[src/rtl/instr_fetch.sv]
// ---------------------------------------------------------------------------
// instr_fetch -- instruction-fetch initiator for the vcpu1 core.
//
// Owns the program counter, presents it to a combinational big-endian
// instruction ROM and captures the returned word into the IF/ID register.
// Handles stall, branch redirect, halt and a programmable post-reset delay.
//
// Ports:
//   clk             in   system clock, rising edge
//   rst             in   asynchronous active-high reset
//   rom_en          out  ROM enable (high only while fetching)
//   rom_addr        out  word-aligned byte address to ROM (= pc)
//   rom_instruction in   ROM data, valid in the same cycle as rom_addr
//   stall           in   downstream hold request
//   redirect        in   branch/jump taken
//   redirect_pc     in   branch/jump target byte address
//   halt            in   stop fetching
//   id_valid        out  IF/ID holds a real instruction
//   id_pc           out  address of id_instr
//   id_instr        out  fetched instruction, 0 (NOP) when id_valid = 0
//   misalign_err    out  sticky: a redirect target was not word-aligned
//   dbg_state       out  current FSM state (0 WAIT, 1 FETCH, 2 HALTED)
//
// Control semantics: stall, redirect and halt are level inputs sampled on
// every rising edge; there is no valid/ready handshake. A fetched word is
// accepted on the edge ending the cycle in which rom_addr presented it.
// ---------------------------------------------------------------------------
module instr_fetch #(
  parameter logic [31:0] RESET_PC    = 32'h0000_0000,
  parameter int unsigned START_DELAY = 1
) (
  input  logic        clk,
  input  logic        rst,
  output logic        rom_en,
  output logic [31:0] rom_addr,
  input  logic [31:0] rom_instruction,
  input  logic        stall,
  input  logic        redirect,
  input  logic [31:0] redirect_pc,
  input  logic        halt,
  output logic        id_valid,
  output logic [31:0] id_pc,
  output logic [31:0] id_instr,
  output logic        misalign_err,
  output logic [1:0]  dbg_state
);

  typedef enum logic [1:0] {
    S_WAIT   = 2'd0,
    S_FETCH  = 2'd1,
    S_HALTED = 2'd2
  } state_t;

  localparam logic [3:0] LAST_WAIT = 4'(START_DELAY - 1);

  state_t      r_state,  w_state_nxt;
  logic [31:0] r_pc,     w_pc_nxt;
  logic [3:0]  r_cnt,    w_cnt_nxt;
  logic        r_valid,  w_valid_nxt;
  logic [31:0] r_id_pc,  w_id_pc_nxt;
  logic [31:0] r_instr,  w_instr_nxt;
  logic        r_err,    w_err_nxt;

  logic [31:0] w_target;
  logic        w_target_bad;

  assign w_target     = {redirect_pc[31:2], 2'b00};
  assign w_target_bad = |redirect_pc[1:0];

  always_ff @(posedge clk or posedge rst) begin
    if (rst) begin
      r_state <= S_WAIT;
      r_pc    <= RESET_PC;
      r_cnt   <= 4'd0;
      r_valid <= 1'b0;
      r_id_pc <= 32'h0;
      r_instr <= 32'h0;
      r_err   <= 1'b0;
    end else begin
      r_state <= w_state_nxt;
      r_pc    <= w_pc_nxt;
      r_cnt   <= w_cnt_nxt;
      r_valid <= w_valid_nxt;
      r_id_pc <= w_id_pc_nxt;
      r_instr <= w_instr_nxt;
      r_err   <= w_err_nxt;
    end
  end

  always_comb begin
    w_state_nxt = r_state;
    w_pc_nxt    = r_pc;
    w_cnt_nxt   = r_cnt;
    w_valid_nxt = r_valid;
    w_id_pc_nxt = r_id_pc;
    w_instr_nxt = r_instr;
    w_err_nxt   = r_err;

    unique case (r_state)
      S_WAIT: begin
        w_cnt_nxt = r_cnt + 4'd1;
        // A redirect here only retargets the first fetch; the delay still runs out.
        if (redirect) begin
          w_pc_nxt  = w_target;
          w_err_nxt = r_err | w_target_bad;
        end
        if (halt)                    w_state_nxt = S_HALTED;
        else if (r_cnt == LAST_WAIT) w_state_nxt = S_FETCH;
      end

      S_FETCH: begin
        if (redirect) begin
          // Squash whatever sits in IF/ID; this produces the one-cycle bubble.
          w_pc_nxt    = w_target;
          w_valid_nxt = 1'b0;
          w_instr_nxt = 32'h0;
          w_err_nxt   = r_err | w_target_bad;
        end else if (halt) begin
          w_state_nxt = S_HALTED;
          w_valid_nxt = 1'b0;
          w_instr_nxt = 32'h0;
        end else if (!stall) begin
          w_instr_nxt = rom_instruction;
          w_id_pc_nxt = r_pc;
          w_valid_nxt = 1'b1;
          w_pc_nxt    = r_pc + 32'd4;   // wraps modulo 2^32
        end
      end

      S_HALTED: begin
        if (redirect) begin
          w_pc_nxt    = w_target;
          w_err_nxt   = r_err | w_target_bad;
          w_state_nxt = S_FETCH;
        end
      end

      default: w_state_nxt = S_WAIT;
    endcase
  end

  assign rom_en       = (r_state == S_FETCH);
  assign rom_addr     = r_pc;
  assign id_valid     = r_valid;
  assign id_pc        = r_id_pc;
  assign id_instr     = r_valid ? r_instr : 32'h0;
  assign misalign_err = r_err;
  assign dbg_state    = r_state;

endmodule

[config.mk]
export PLATFORM = sky130hd
export DESIGN_NAME = instr_fetch
export DESIGN_NICKNAME = d
export VERILOG_FILES = /design/src/rtl/instr_fetch.sv
export SDC_FILE = /design/constraint.sdc
export NUM_CORES = 1
export LEC_CHECK = 0
export BUFFER_PORTS_ARGS = -buffer_cell sky130_fd_sc_hd__buf_4
export CAP_MARGIN = 30
export CORE_MARGIN = 2
export CORE_UTILIZATION = 35
export CTS_CLUSTER_SIZE = 24
export DETAILED_ROUTE_END_ITERATION = 10
export GPL_TIMING_DRIVEN = 0
export HOLD_SLACK_MARGIN = 0.02
export PLACE_DENSITY_LB_ADDON = 0.3
export SYNTH_ARGS = -nofsm -noshare
export SYNTH_HDL_FRONTEND = slang
export SYNTH_SLANG_ARGS = --single-unit
[constraint.sdc]
create_clock -name clk -period 4.5 [get_ports clk]
set_input_delay 1.125 -clock clk [delete_from_list [all_inputs] [get_ports clk]]
set_output_delay 1.125 -clock clk [all_outputs]
set_load 0.02 [all_outputs]
Word-level counts from Yosys, hierarchy flattened
Cells that the tools add are included.
{"block": "word_totals", "word_cells": 52, "in_bits": 69, "out_inout_bits": 101, "regBits": 104}
{"block": "classes", "reduce_logical": 11, "n_eq_ne": 10, "bitwise_logic": 4, "n_mux": 18, "addsub": 2}
{"operator": "32-bit 2-to-1 mux", "n": 8}
{"operator": "32-bit case mux with 2 select lines", "n": 1}
{"operator": "32-bit by 3-bit adder with 32-bit output (second input constant)", "n": 1}
{"operator": "4-bit AND reduction", "n": 3}
{"operator": "2-bit 2-to-1 mux", "n": 5}
{"operator": "3-bit != test (second input constant)", "n": 2}
{"operator": "2-bit case mux with 3 select lines", "n": 1}
{"operator": "4-bit by 1-bit adder with 4-bit output (second input constant)", "n": 1}
{"operator": "4-bit logical NOT", "n": 1}
{"operator": "2-bit by 1-bit != test with 1-bit output (second input constant)", "n": 2}
{"operator": "2-bit != test (second input constant)", "n": 2}
{"operator": "2-bit AND reduction", "n": 2}
{"operator": "2-bit OR reduction", "n": 2}
{"operator": "1-bit 2-to-1 mux", "n": 3}
{"operator": "3-bit by 1-bit != test with 1-bit output (second input constant)", "n": 1}
{"operator": "3-bit by 2-bit != test with 1-bit output (second input constant)", "n": 1}
{"operator": "1-bit NOT", "n": 3}
{"operator": "3-bit OR reduction", "n": 1}
{"operator": "2-bit by 1-bit equality test with 1-bit output (second input constant)", "n": 1}
{"operator": "2-bit equality test (second input constant)", "n": 1}
{"operator": "2-bit logical NOT", "n": 1}
{"operator": "2-bit nonzero test", "n": 1}
{"operator": "1-bit bitwise OR", "n": 1}

Depth between registers and ports, before layout
{"block": "logic_depth", "depth_word": 5, "depth_mapped": 6, "depth_no_buf": 5}

Worst setup path after synthesis
OpenSTA, ideal clock, no wires.
{"block": "synth_timing", "kind": "in2reg", "startpoint": "input halt", "endpoint": "register r_pc[22] (netlist: rom_addr[22])", "t_required_ns": 4.431, "arrival_time_ns": 2.374, "setup_time_ns": 0.069, "setup_slack_ns": 2.057, "stages": 5, "n_path_buf": 2, "path_cell_list": "buf_2 > or4_1 > buf_2 > or4_1 > nand3_1"}
{"block": "synth_between", "elab_chain_cells": 2}
{"item": "start: declaration", "line_no": "40", "rtl": "input logic halt,"}
{"item": "3-bit != test (no source line)"}
{"item": "4-bit AND reduction (no source line)"}
{"item": "end signal: assignment", "line_no": "81", "rtl": "r_pc <= w_pc_nxt;"}
{"item": "end: declaration", "line_no": "57", "rtl": "logic [31:0] r_pc, w_pc_nxt;"}
Every way passes these cells.
A chain may end at the register's enable or synchronous reset.

Worst setup path in the final report
{"block": "layout_timing", "startpoint": "input redirect", "endpoint": "register r_id_pc[19] (netlist: id_pc[19])"}
{"block": "layout_between", "elab_chain_cells": 2}
{"item": "start: declaration", "line_no": "38", "rtl": "input logic redirect,"}
{"item": "1-bit NOT (no source line)"}
{"item": "4-bit AND reduction (no source line)"}
{"item": "end signal: assignment", "line_no": "84", "rtl": "r_id_pc <= w_id_pc_nxt;"}
{"item": "end: declaration", "line_no": "60", "rtl": "logic [31:0] r_id_pc, w_id_pc_nxt;"}
Every way passes these cells.

==> results.yml <==
outcome:
  status: "completed"
route:
  via_per_inst: 5.52
  num_vias: 4908
  drc: 0
  finalWirelength_mm: 16.2
  drt_iter0_drc: 390
  wl_per_cell_um: 18.3
  final_antenna_net_count: 0
  dr.pass1.iters: 6
yosys:
  seq_area_frac_synth_pct: 50.6
  synth_area_leader_cell: "dfrtp_1"
  synth-main-ff-cell: "dfrtp_1"
  yosysMostFrequentCell: "nand2_1"
  async_flop_share_pct: 100
  synth_area_sq_um: 4940
  synth.area.top_cells: "dfrtp_1 51%, nand2_1 8.7%, a22o_1 5.7%"
  synth_cell_types: 56
  syn-instance-count: 528
  syn_area_per_cell_sq_um: 9.37
  netlist_top_cells_count: "115 x nand2_1, 100 x dfrtp_1, 32 x a22o_1, 32 x and2_1, 25 x clkbuf_1"
  synth_top_cell_area_share_pct: 50.6
  yosys_warnings: 0
  synth-seq-cells: 100
  synth-edff-count: 0
cells_and_area:
  utilization_pct: 48.7
  seqCellArea_sq_um: 2500
  area_delta_synth_final_pct: 36.2
  nFillCells: 1314
  antenna_cells: 0
  drive_gt1_share_pct: 28.6
  multi_input_area_sq_um: 2230
  fin_nets: 779
min_path:
  hold_class: "flop to flop"
critical_path:
  start_kind: "primary input"
  crit_path_max_fanout: 10
  cp_common_cell: "nand2_1"
  path_cells: "buf_4 > nand2b_1 > buf_2 > nor4_2 > clkbuf_1 > nand2_1 > nand2_1"
  cp_slowest_cell: "nor4_2"
  criticalPathCategory: "primary input to flop"
  arrival_ns: 3.07
  required_ns: 4.79
  max_stage_delay_ns: 0.77
  crit_path_end_kind: "flop"
grt:
  antenna_found_initial: 0
  grt_max_degree: 55
  gr-usage-all-layers_pct: 21.5
  grt_pass1_vias: 4771
  grt_pass1_wl_mm: 24.7
  grt_overflow: 0
sta:
  fin_setup_tns_ns: 0
  fin_crit_sh_pct: 61.8
  finalMaxSlewViolations: 0
  fin_worst_skew_ns: 0.00856
  setup_viol: 0
  relSlewSlack_pct: 32.2
  tightest_slew_ns: 1.01
  grt_setup_unrepaired: "false"
  hold_viol: 0
  max_freq_mhz: 359
  period_needed_ns: 2.78
cts:
  clockRootBuffer: "clkbuf_16"
  cts_setup_buffers: 0
  clockBufferDepth: 2
  ctsHtreeMaxLevel: 3
  cts_inserted_buffers: 9
  clock-sinks: 100
  cts_resized: 0
  path_clk_slew_ns: 0.06
  clk_latency_ns: 0.35
  hold_buffers: 0
  cts_tree: "done"
placement:
  portBuffers: 164
  place_congestion: 0.871
  hpwl_mm: 11.6
floorplan:
  fp.dieH_um: 123
  initial_core_util_pct: 35.8
  die_x_um: 123
  core_sq_um: 13800
  die_area_sq_um: 15100
  pin_count: 170
  placement_rows: 43
power_and_ir_drop:
  p_leak_nw: 3.24
  ir_drop_mv: 0.340
  pwr_density_cell_nw_per_um2: 648
flow_run:
  cap_violations: 0
-- placed cells by master (no fill, tap or decap), types with 6 or more instances in the layout --
master,count
a21oi_1,17
a22o_1,32
a2bb2oi_1,6
a32oi_1,9
and2_1,32
and4_1,6
buf_2,13
buf_4,168
clkbuf_1,26
clkbuf_16,9
dfrtp_1,100
nand2_1,115
nand3_1,15
nand4_1,16
nor2_1,23
o211ai_1,6
o21ai_0,17
o22ai_1,9
-- area by class of cell --
| class | count | share of cell area [%] |
|---|---|---|
| Clock buffer | 10 | 3.40 |
| Buffer | 45 | 2.97 |
| Sequential cell | 100 | 37.1 |
| Inverter | 6 | 0.371 |
| Multi-Input combinational cell | 380 | 33.1 |
| Timing Repair Buffer | 165 | 18.7 |
| Tap cell | 180 | 3.34 |
| Clock inverter | 3 | 0.966 |
-- registers in the layout (all words and copies together) (netlist names) --
register      cells
rom_addr         30
r_cnt             4
id_pc            30
id_valid          1
dbg_state         2
r_instr          32
misalign_err      1
-- final timing paths --
path	startpoint	to	slack, ns	depth (start not counted)
setup / recovery	redirect	id_pc[19]$_DFFE_PP0P_	1.72	7
hold / removal	id_pc[29]$_DFFE_PP0P_	id_pc[29]$_DFFE_PP0P_	0.48	2
setup reg to reg	dbg_state[0]$_DFFE_PP0P_	id_pc[19]$_DFFE_PP0P_	2.17	6
hold reg to reg	id_pc[29]$_DFFE_PP0P_	id_pc[29]$_DFFE_PP0P_	0.48	2
max in group asynchronous	rst	r_cnt[1]$_DFFE_PP0N_	2.96	3
min in group asynchronous	rst	r_instr[11]$_DFFE_PP0P_	0.86	2
-- per-layer routing --
| layer | vias to the layer above | wire length, um | GRT usage [%] |
|---|---|---|---|
| li1 | 2251 | - | - |
| met1 | 2355 | 6970 | 28.9 |
| met2 | 266 | 7420 | 33.5 |
| met3 | 36 | 1460 | 4.74 |
| met4 | 0 | 372 | 9.20 |
| met5 | - | 0 | 0 |
-- stage by stage --
stage	worst slack [ns]	power [mW]	hold WS, ns	cell area, sq um	instances
after floorplan	0.756	2.69	0.446	4960	531
after global placement	-0.480	3.49	0.451	6410	875
after detailed placement	1.32	3.56	0.464	6440	876
after CTS	1.68	4.37	0.481	6740	889
after global routing	1.49	4.63	0.498	6740	889
final	1.72	4.36	0.476	6740	889
-- critical path, delay by kind of cell --
family	cells	cell delay [ns]
buf+inv	3	0.82
simple gates	4	1.11
-- power breakdown --
part           internal [mW]  switching [mW]
clock                  0.477           0.328
sequential              1.27           0.401
combinational          0.775            1.12
-- cells by family after synthesis --
group / Yosys count / synth area share (%)
XOR/XNOR: 3 / 0.531
AO/OA/AOI/OAI: 122 / 18.1
other: 1 / 0.0758
buffers and inverters: 51 / 4.50
multiplexers: 1 / 0.202
flip-flops: 100 / 50.6
adder cells (fa/ha/maj): 3 / 0.759
AND/OR/NAND/NOR: 247 / 25.2
Note: power is estimated with default switching activity, not from simulation.
